## src/rtl/fastio_loopback_sequencer_if.sv

```systemverilog
// Pad-side signals between the loopback sequencer and the fastio DUT/observation pads.
interface fastio_loopback_sequencer_if;
    logic dut_oe_l_o;
    logic dut_out_l_o;
    logic dut_med_enable_o;
    logic dut_strong_enable_o;
    logic fastio_in_i;

    modport master (
        output dut_oe_l_o, dut_out_l_o, dut_med_enable_o, dut_strong_enable_o,
        input  fastio_in_i
    );
    modport slave (
        input  dut_oe_l_o, dut_out_l_o, dut_med_enable_o, dut_strong_enable_o,
        output fastio_in_i
    );
endinterface

```

## src/rtl/fastio_loopback_sequencer.sv

```systemverilog
// Drives a fastio pad through each selected drive-strength code, toggling it and
// checking the looped-back pad after a settle time; keeps saturating mismatch counts.
//
// state  | meaning
// IDLE   | waiting for start, results held
// SEL    | pick next strength code from remaining mask
// WAIT   | driving level, counting down settle cycles
// SAMPLE | compare synchronized loopback with level, flip level
// DONE   | publish pass flags, pulse done
module fastio_loopback_sequencer #(
    parameter int CNT_W       = 16,
    parameter int SYNC_STAGES = 2
) (
    input  logic                  wb_clk_i,
    input  logic                  wb_rst_i,
    input  logic                  start_i,
    input  logic                  abort_i,
    input  logic [7:0]            settle_i,
    input  logic [15:0]           toggles_i,
    input  logic [3:0]            mask_i,
    fastio_loopback_sequencer_if.master pad,
    output logic                  busy_o,
    output logic                  done_o,
    output logic [3:0]            pass_o,
    output logic [4*CNT_W-1:0]    err_count_o
);
    typedef enum logic [2:0] {S_IDLE, S_SEL, S_WAIT, S_SAMPLE, S_DONE} state_t;

    state_t                   state_q, state_d;
    logic [7:0]               settle_lat_q, settle_lat_d;
    logic [15:0]              toggles_lat_q, toggles_lat_d;
    logic [3:0]               mask_lat_q, mask_lat_d;
    logic [3:0]               remaining_q, remaining_d;
    logic [1:0]               code_q, code_d;
    logic                     level_q, level_d;
    logic [15:0]              tog_left_q, tog_left_d;
    logic [7:0]               settle_cnt_q, settle_cnt_d;
    logic [3:0][CNT_W-1:0]    err_q, err_d;
    logic [3:0]               pass_q, pass_d;
    logic [SYNC_STAGES-1:0]   sync_q, sync_d;
    logic                     oe_q, oe_d, out_q, out_d, med_q, med_d, strong_q, strong_d;
    logic                     busy_q, busy_d, done_q, done_d;
    logic [1:0]               low_idx;
    logic                     sync_in;
    logic                     drive;

    assign sync_in = sync_q[SYNC_STAGES-1];
    assign sync_d  = {sync_q[SYNC_STAGES-2:0], pad.fastio_in_i};

    always_comb begin
        low_idx = 2'd0;
        if (remaining_q[0])      low_idx = 2'd0;
        else if (remaining_q[1]) low_idx = 2'd1;
        else if (remaining_q[2]) low_idx = 2'd2;
        else if (remaining_q[3]) low_idx = 2'd3;
    end

    always_ff @(posedge wb_clk_i) begin
        if (!wb_rst_i) begin
            state_q       <= S_IDLE;
            settle_lat_q  <= '0;
            toggles_lat_q <= '0;
            mask_lat_q    <= '0;
            remaining_q   <= '0;
            code_q        <= '0;
            level_q       <= 1'b0;
            tog_left_q    <= '0;
            settle_cnt_q  <= '0;
            err_q         <= '0;
            pass_q        <= '0;
            sync_q        <= '0;
            oe_q          <= 1'b0;
            out_q         <= 1'b0;
            med_q         <= 1'b0;
            strong_q      <= 1'b0;
            busy_q        <= 1'b0;
            done_q        <= 1'b0;
        end else begin
            state_q       <= state_d;
            settle_lat_q  <= settle_lat_d;
            toggles_lat_q <= toggles_lat_d;
            mask_lat_q    <= mask_lat_d;
            remaining_q   <= remaining_d;
            code_q        <= code_d;
            level_q       <= level_d;
            tog_left_q    <= tog_left_d;
            settle_cnt_q  <= settle_cnt_d;
            err_q         <= err_d;
            pass_q        <= pass_d;
            sync_q        <= sync_d;
            oe_q          <= oe_d;
            out_q         <= out_d;
            med_q         <= med_d;
            strong_q      <= strong_d;
            busy_q        <= busy_d;
            done_q        <= done_d;
        end
    end

    always_comb begin
        state_d       = state_q;
        settle_lat_d  = settle_lat_q;
        toggles_lat_d = toggles_lat_q;
        mask_lat_d    = mask_lat_q;
        remaining_d   = remaining_q;
        code_d        = code_q;
        level_d       = level_q;
        tog_left_d    = tog_left_q;
        settle_cnt_d  = settle_cnt_q;
        err_d         = err_q;
        pass_d        = pass_q;
        // Abort freezes all datapath state so partial counts survive.
        if (abort_i && state_q != S_IDLE) begin
            state_d = S_IDLE;
        end else begin
            case (state_q)
                S_IDLE: begin
                    if (start_i) begin
                        settle_lat_d  = settle_i;
                        toggles_lat_d = toggles_i;
                        mask_lat_d    = mask_i;
                        remaining_d   = mask_i;
                        err_d         = '0;
                        pass_d        = '0;
                        state_d       = S_SEL;
                    end
                end
                S_SEL: begin
                    if (remaining_q == 4'd0) begin
                        state_d = S_DONE;
                    end else begin
                        code_d       = low_idx;
                        remaining_d  = remaining_q & ~(4'd1 << low_idx);
                        level_d      = 1'b1;
                        tog_left_d   = (toggles_lat_q == 16'd0) ? 16'd1 : toggles_lat_q;
                        settle_cnt_d = settle_lat_q;
                        state_d      = S_WAIT;
                    end
                end
                S_WAIT: begin
                    if (settle_cnt_q == 8'd0) state_d = S_SAMPLE;
                    else                      settle_cnt_d = settle_cnt_q - 8'd1;
                end
                S_SAMPLE: begin
                    if (sync_in != level_q && err_q[code_q] != {CNT_W{1'b1}})
                        err_d[code_q] = err_q[code_q] + CNT_W'(1);
                    level_d    = ~level_q;
                    tog_left_d = tog_left_q - 16'd1;
                    if (tog_left_q == 16'd1) begin
                        state_d = S_SEL;
                    end else begin
                        settle_cnt_d = settle_lat_q;
                        state_d      = S_WAIT;
                    end
                end
                S_DONE: begin
                    for (int k = 0; k < 4; k++)
                        pass_d[k] = mask_lat_q[k] & (err_q[k] == '0);
                    state_d = S_IDLE;
                end
                default: state_d = S_IDLE;
            endcase
        end
    end

    // Outputs are computed from the next state so the pad moves on the entering edge.
    always_comb begin
        drive    = (state_d == S_WAIT) || (state_d == S_SAMPLE);
        oe_d     = drive;
        out_d    = drive & level_d;
        med_d    = drive & code_d[0];
        strong_d = drive & code_d[1];
        busy_d   = (state_d != S_IDLE);
        done_d   = (state_d == S_DONE);
    end

    assign pad.dut_oe_l_o          = oe_q;
    assign pad.dut_out_l_o         = out_q;
    assign pad.dut_med_enable_o    = med_q;
    assign pad.dut_strong_enable_o = strong_q;
    assign busy_o                  = busy_q;
    assign done_o                  = done_q;
    assign pass_o                  = pass_q;
    assign err_count_o             = err_q;
endmodule

```

## src/flat_wrapper.sv

```systemverilog
// flat-port wrapper written by rule: the top's interface ports become plain ports
module fastio_loopback_sequencer_flat 
#(
    parameter int CNT_W       = 16,
    parameter int SYNC_STAGES = 2
)
  (wb_clk_i, wb_rst_i, start_i, abort_i, settle_i, toggles_i, mask_i, busy_o, done_o, pass_o, err_count_o, pad_dut_oe_l_o, pad_dut_out_l_o, pad_dut_med_enable_o, pad_dut_strong_enable_o, pad_fastio_in_i);
  fastio_loopback_sequencer_if pad_i ();
  input  logic wb_clk_i;
  input  logic wb_rst_i;
  input  logic start_i;
  input  logic abort_i;
  input  logic [7:0] settle_i;
  input  logic [15:0] toggles_i;
  input  logic [3:0] mask_i;
  output logic busy_o;
  output logic done_o;
  output logic [3:0] pass_o;
  output logic [4*CNT_W-1:0] err_count_o;
  output wire logic [$bits(pad_i.dut_oe_l_o)-1:0] pad_dut_oe_l_o;
  output wire logic [$bits(pad_i.dut_out_l_o)-1:0] pad_dut_out_l_o;
  output wire logic [$bits(pad_i.dut_med_enable_o)-1:0] pad_dut_med_enable_o;
  output wire logic [$bits(pad_i.dut_strong_enable_o)-1:0] pad_dut_strong_enable_o;
  input wire logic [$bits(pad_i.fastio_in_i)-1:0] pad_fastio_in_i;
  assign pad_dut_oe_l_o = pad_i.dut_oe_l_o;
  assign pad_dut_out_l_o = pad_i.dut_out_l_o;
  assign pad_dut_med_enable_o = pad_i.dut_med_enable_o;
  assign pad_dut_strong_enable_o = pad_i.dut_strong_enable_o;
  assign pad_i.fastio_in_i = pad_fastio_in_i;
  fastio_loopback_sequencer #(.CNT_W(CNT_W), .SYNC_STAGES(SYNC_STAGES)) u_core (.wb_clk_i(wb_clk_i), .wb_rst_i(wb_rst_i), .start_i(start_i), .abort_i(abort_i), .settle_i(settle_i), .toggles_i(toggles_i), .mask_i(mask_i), .pad(pad_i), .busy_o(busy_o), .done_o(done_o), .pass_o(pass_o), .err_count_o(err_count_o));
endmodule
```

## config.mk

```make
export PLATFORM = sky130hd
export DESIGN_NAME = fastio_loopback_sequencer_flat
export DESIGN_NICKNAME = d
export VERILOG_FILES = /design/src/rtl/fastio_loopback_sequencer_if.sv /design/src/rtl/fastio_loopback_sequencer.sv /design/src/flat_wrapper.sv
export SDC_FILE = /design/constraint.sdc
export NUM_CORES = 1
export LEC_CHECK = 0
export CORE_ASPECT_RATIO = 0.75
export CORE_MARGIN = 2
export CORE_UTILIZATION = 42
export CTS_BUF_LIST = sky130_fd_sc_hd__clkbuf_8
export DETAILED_ROUTE_END_ITERATION = 12
export MAX_ROUTING_LAYER = met4
export PLACE_DENSITY = 0.65
export REMOVE_ABC_BUFFERS = 1
export SYNTH_ARGS = -nofsm -noshare
export SYNTH_HDL_FRONTEND = slang
export SYNTH_SLANG_ARGS = --single-unit
```

## constraint.sdc

```tcl
create_clock -name wb_clk_i -period 4.8 [get_ports wb_clk_i]
set_clock_uncertainty 0.1 [all_clocks]
set_input_delay 0.96 -clock wb_clk_i [delete_from_list [all_inputs] [get_ports wb_clk_i]]
set_output_delay 0.96 -clock wb_clk_i [all_outputs]
set_load 0.005 [all_outputs]
```

Yosys cells after proc, flatten, opt, wreduce, memory -nomap -nowiden
Index checks and enable logic that the tools add are counted.
W data, S select, Z words.
{"block": "totals", "inputBits": 33, "mem_count": 0, "latch_bits": 0, "mem_bits_rw": 0, "romBits": 0, "out_inout_bits": 74, "ff_bits": 138, "elab_cells": 114}
{"block": "op_classes", "n_bitwise": 11, "n_addsub": 3, "n_mul": 0, "eq_ne": 15, "n_div": 0, "shifts": 1, "n_reduce_logical": 25, "mux": 36, "order_cmp": 2}
{"operator": "$mux W64", "count": 2}
{"operator": "$pmux W64 S2", "count": 1}
{"operator": "$logic_not A16 Y1", "count": 5}
{"operator": "$bwmux W64", "count": 1}
{"operator": "$mux W16", "count": 4}
{"operator": "$bmux W16 S2", "count": 1}
{"operator": "$demux W16 S2", "count": 1}
{"operator": "$pmux W16 S2", "count": 1}
{"operator": "$mux W8", "count": 3}
{"operator": "$pmux W8 S3", "count": 1}
{"operator": "$add A16 B1 Y16 const B", "count": 1}
{"operator": "$eq A16 B1 Y1 const B", "count": 1}
{"operator": "$mux W2", "count": 8}
{"operator": "$ne A16 B16 Y1 const B", "count": 1}
{"operator": "$pmux W4 S2", "count": 2}
{"operator": "$sub A16 B1 Y16 const B", "count": 1}
{"operator": "$eq A3 B2 Y1 const B", "count": 4}
{"operator": "$mux W3", "count": 4}
{"operator": "$mux W4", "count": 3}
{"operator": "$pmux W3 S4", "count": 1}
{"operator": "$reduce_and A3 Y1", "count": 3}
{"operator": "$reduce_bool A3 Y1", "count": 3}
{"operator": "$logic_not A8 Y1", "count": 1}
{"operator": "$ne A2 B2 Y1 const B", "count": 4}
{"operator": "21 further kinds", "count": 36}

Longest topological paths before layout
{"block": "logic_depth", "depth_word": 9, "mapped_depth": 13, "depth_no_buf": 8}

Worst setup path before layout
OpenSTA, ideal clock, no wires.
{"block": "synth_timing", "kind": "register to register", "from": "reg u_core.code_q[0]", "to": "reg u_core.err_q (netlist bit u_core.err_count_o[1])", "arrival_time_ps": 2441, "stages_incl_launch_ff": 14, "setup_time_ps": 128, "path_buffers": 5, "setup_slack_ps": 2132, "required_ps": 4572, "period_less_slack_ps": 2668, "path_cell_list": "dfxtp_1 > buf_6 > buf_12 > buf_12 > mux4_2 > ha_1 > nand2_1 > o22ai_1 > nand4bb_4 > buf_6 > o21ai_1 > buf_4 > mux2i_1 > nor2_1"}
{"block": "synth_via", "elab_chain_cells": 7, "elab_cells_between_ends": 15, "cone_classes": "add/sub: 1; order compare: 2; eq/ne: 2; mux: 7; reduce/logical: 3"}
{"element": "start, declared", "line_no": "fastio_loopback_sequencer.sv:34", "text": "logic [1:0] code_q, code_d;"}
{"element": "start signal, assigned", "line_no": "fastio_loopback_sequencer.sv:84", "text": "code_q <= code_d;"}
{"element": "branches (longest 7 deep; another with $add A16 B1 Y16)"}
{"element": "end signal, assigned", "line_no": "fastio_loopback_sequencer.sv:88", "text": "err_q <= err_d;"}
{"element": "end, declared", "line_no": "fastio_loopback_sequencer.sv:38", "text": "logic [3:0][CNT_W-1:0] err_q, err_d;"}
Several ways; the timed one is not identified. The select of a mux whose other input is x is not followed.
A chain may end at the register's enable or synchronous reset.

Worst setup path in the final report
{"block": "layout_timing", "from": "reg u_core.code_q[0]", "to": "reg u_core.err_q (netlist bit u_core.err_count_o[46])"}
Same word-level chain as after synthesis.

==> impl_metrics.py <==
metrics = {
    "routing": {
        "dr.pass1.iters": 5,
        "routed-via-count": 6029,
        "drt_iter0_markers": 556,
        "drc": 0,
        "wl_um": 19200,
        "vias_per_cell": 5.84,
        "top_layer": "met4",
        "met2_length_um": 8210,
        "wire_per_inst_um": 18.6,
        "wl_met1_um": 9160,
        "ant_nets": 0,
        "dr_wl_met3_um": 1620,
    },
    "clock_tree": {
        "htreeDepth": 4,
        "path_clk_slew_ns": 0.08,
        "cts_buffers": 17,
        "cts_hold_buf": 0,
        "ctsRootBufferMaster": "clkbuf_8",
        "cts_buffer_depth": 2,
        "cts_sinks": 138,
        "cts_resized": 0,
        "cts_setup_buffers": 0,
        "tritoncts": "done",
        "insertion_delay_ns": 0.45,
    },
    "grt": {
        "grt_pass1_wl_um": 30800,
        "grt_usage": 0.244,
        "grt_overflow": 0,
        "grt_max_degree": 34,
        "grt_pass1_vias": 5665,
        "antenna_found_initial": 0,
    },
    "die": {
        "pin_count": 107,
        "die_w_um": 148,
        "start_util": 0.428,
        "rows": 39,
        "dieArea_um2": 16500,
        "core_area_um2": 15200,
        "die_h_um": 112,
    },
    "critical_path": {
        "cp-startpoint": "u_core.code_q[0]",
        "cp.arrival_ns": 4.08,
        "crit_family": "compound AO/OA/AOI/OAI gates",
        "critPathLaunchType": "flip-flop",
        "r2r-start": "u_core.code_q[0]",
        "crit_path_end_kind": "flip-flop",
        "cp.depth": 8,
        "endpoint": "u_core.err_count_o[46]",
        "slowest_delay_ns": 0.88,
        "path_buf_inv": 0,
        "cp_slowest_cell": "o21ai_1",
        "path_class": "flip-flop to flip-flop",
        "ff2ff_path_depth": 8,
        "crit_path_cell_trace": "mux4_2 > ha_1 > nand2_1 > o22ai_1 > nand4bb_4 > o21ai_1 > and2_0 > o2bb2ai_1",
        "reg2reg_to": "u_core.err_count_o[46]",
        "r2r_slack_ns": 0.99,
        "critPathRequiredTime_ns": 5.07,
        "cp_max_fo": 11,
    },
    "place": {
        "place_inst": 1000,
        "gp_congestion": 0.938,
        "port_buffers": 106,
        "dp_hpwl_um": 13800,
    },
    "sta": {
        "setup_violations": 0,
        "hold_violations": 0,
        "max_freq_mhz": 263,
        "tightest_slew_ns": 1.16,
        "period_share": 0.793,
        "slew_violations": 0,
        "post-route-min-period_ns": 3.81,
        "relSlewSlack": 0.224,
        "setup_tns_ns": 0,
        "rsz0062_at_grt": "no",
    },
    "logic_synthesis": {
        "ys_seq_elements": 138,
        "synth-edff-count": 0,
        "ys_types": 67,
        "ys.flop_type": "dfxtp_1",
        "yosysTopAreaCellShare": 0.425,
        "syn_area_um2": 6500,
        "yosysWarningCount": 0,
        "netlist_instances": 728,
        "async_flop_share": 0,
        "synth_top_cells_by_area": "dfxtp_1 42%, nand2_1 6.0%, o2bb2ai_1 5.4%",
        "avgSynthCellArea_um2": 8.93,
        "seq_area_frac_synth": 0.425,
        "yosysTopAreaCell": "dfxtp_1",
    },
    "finish": {
        "n_fill_cell": 1328,
        "ff_latch_area_um2": 2760,
        "fin_cells": 1032,
        "final_cell_mix": "138 x dfxtp_1, 106 x clkdlybuf4s50_1, 104 x nand2_1, 67 x a21oi_1, 55 x nor2_1",
        "nNetsFinal": 851,
        "syn2layout_area_growth_pct": 23.7,
        "antenna_cells": 0,
        "final_common_cell": "dfxtp_1",
        "drive_gt1_frac": 0.0834,
        "multi_input_area_um2": 3400,
    },
    "min_path": {
        "hp-class": "flip-flop to flip-flop",
        "worstHoldStart": "u_core.sync_q[0]",
    },
    "flow_run": {
        "drv_cap": 0,
    },
    "power": {
        "power.leakage_nw": 2.76,
        "vdd_ir_drop_max_mv": 0.181,
        "power_density_nw_per_um2": 303,
    },
    "outcome": {
        "outcome": "finished clean",
    },
}
logic make-up (layout without fill, tap and decap cells):
| family | count (synthesis) | in the layout | share of synthesized area |
|---|---|---|---|
| XOR/XNOR | 14 | 14 | 0.0189 |
| flip-flops | 138 | 138 | 0.425 |
| buffers and inverters | 64 | 163 | 0.0537 |
| adder cells (fa/ha/maj) | 4 | 4 | 0.00770 |
| AO/OA/AOI/OAI | 203 | 203 | 0.206 |
| multiplexers | 21 | 21 | 0.0656 |
| AND/OR/NAND/NOR | 284 | 284 | 0.224 |
worst min path at each step:
| stage | cells past startpoint | to |
|---|---|---|
| after CTS | 1 | u_core.sync_q[1] |
| after global routing | 1 | u_core.sync_q[1] |
| final | 1 | u_core.sync_q[1] |
| after floorplan | 1 | u_core.sync_q[1] |
| after detailed placement | 1 | u_core.sync_q[1] |
| after global placement | 1 | u_core.sync_q[1] |
report_power, final:
part	internal [W]	switching, W	total [W]
sequential	0.00117	0.0000279	0.00120
clock	0.000566	0.000469	0.00104
combinational	0.0000835	0.000122	0.000205
total	0.00182	0.000619	0.00244
cell usage after synthesis (3+ instances only):
library cell and number:
a211oi_1 4, a21oi_1 67, a22oi_1 5, a31oi_1 5, and2_0 4, and2_1 7, and3_1 4, buf_2 7
buf_4 4, buf_6 7, clkbuf_1 28, dfxtp_1 138, ha_1 4, inv_1 13, mux2i_1 4, mux4_1 3
mux4_2 13, nand2_1 104, nand2b_1 4, nand3_1 25, nand4_1 8, nor2_1 55, nor3_1 12, nor3b_1 3
nor4_1 15, nor4b_1 6, o211ai_1 6, o21a_1 4, o21ai_0 16, o21ai_1 25, o221a_1 4, o22ai_1 5
o2bb2ai_1 40, o311a_1 4, o31ai_1 7, or2_1 5, or3_1 8, or3b_1 3, or4_1 7, xnor2_1 9
xor2_1 5
metrics by stage:
step / area [um2] / utilization / hold WS, ns / total power (W) / setup WS [ns]
after CTS: 8040 / 0.530 / 0.350 / 0.00246 / 1.10
after floorplan: 6210 / - / 0.312 / 0.00134 / 1.02
after global routing: 8040 / 0.530 / 0.384 / 0.00253 / 0.787
final: 8040 / 0.530 / 0.352 / 0.00244 / 0.994
after detailed placement: 7610 / 0.502 / 0.329 / 0.00143 / 1.10
after global placement: 7610 / 0.502 / 0.323 / 0.00142 / 1.30
routing by layer:
layer	global-route usage	vias to the layer above
met1	0.353	2862
met2	0.342	294
met4	0.0654	0
li1	-	2847
met3	0.0529	26
met5	-	-
registers in the layout, summed over array words and instances (netlist names), 2 cells and up:
| name | flops |
|---|---|
| u_core.code_q | 2 |
| u_core.err_count_o | 64 |
| u_core.tog_left_q | 16 |
| u_core.toggles_lat_q | 16 |
| u_core.settle_cnt_q | 8 |
| u_core.sync_q | 2 |
| u_core.state_q | 3 |
| u_core.pass_o | 4 |
| u_core.mask_lat_q | 4 |
| u_core.settle_lat_q | 8 |
| u_core.remaining_q | 4 |
layout make-up:
cell class,instances,share of cell area
Sequential cell,138,0.343
Clock buffer,17,0.0291
Timing Repair Buffer,116,0.141
Multi-Input combinational cell,526,0.423
Clock inverter,15,0.0247
Inverter,15,0.00700
Tap cell,205,0.0319
worst register-to-register path, delay by kind of cell, from the launching register on:
family | cells | cell delay (ns)
AO/OA/AOI/OAI | 3 | 1.47
AND/OR/NAND/NOR | 3 | 1.01
flip-flops | 1 | 0.61
multiplexers | 1 | 0.34
adder cells (fa/ha/maj) | 1 | 0.21
No activity file was read; power rests on OpenSTA's default activity.
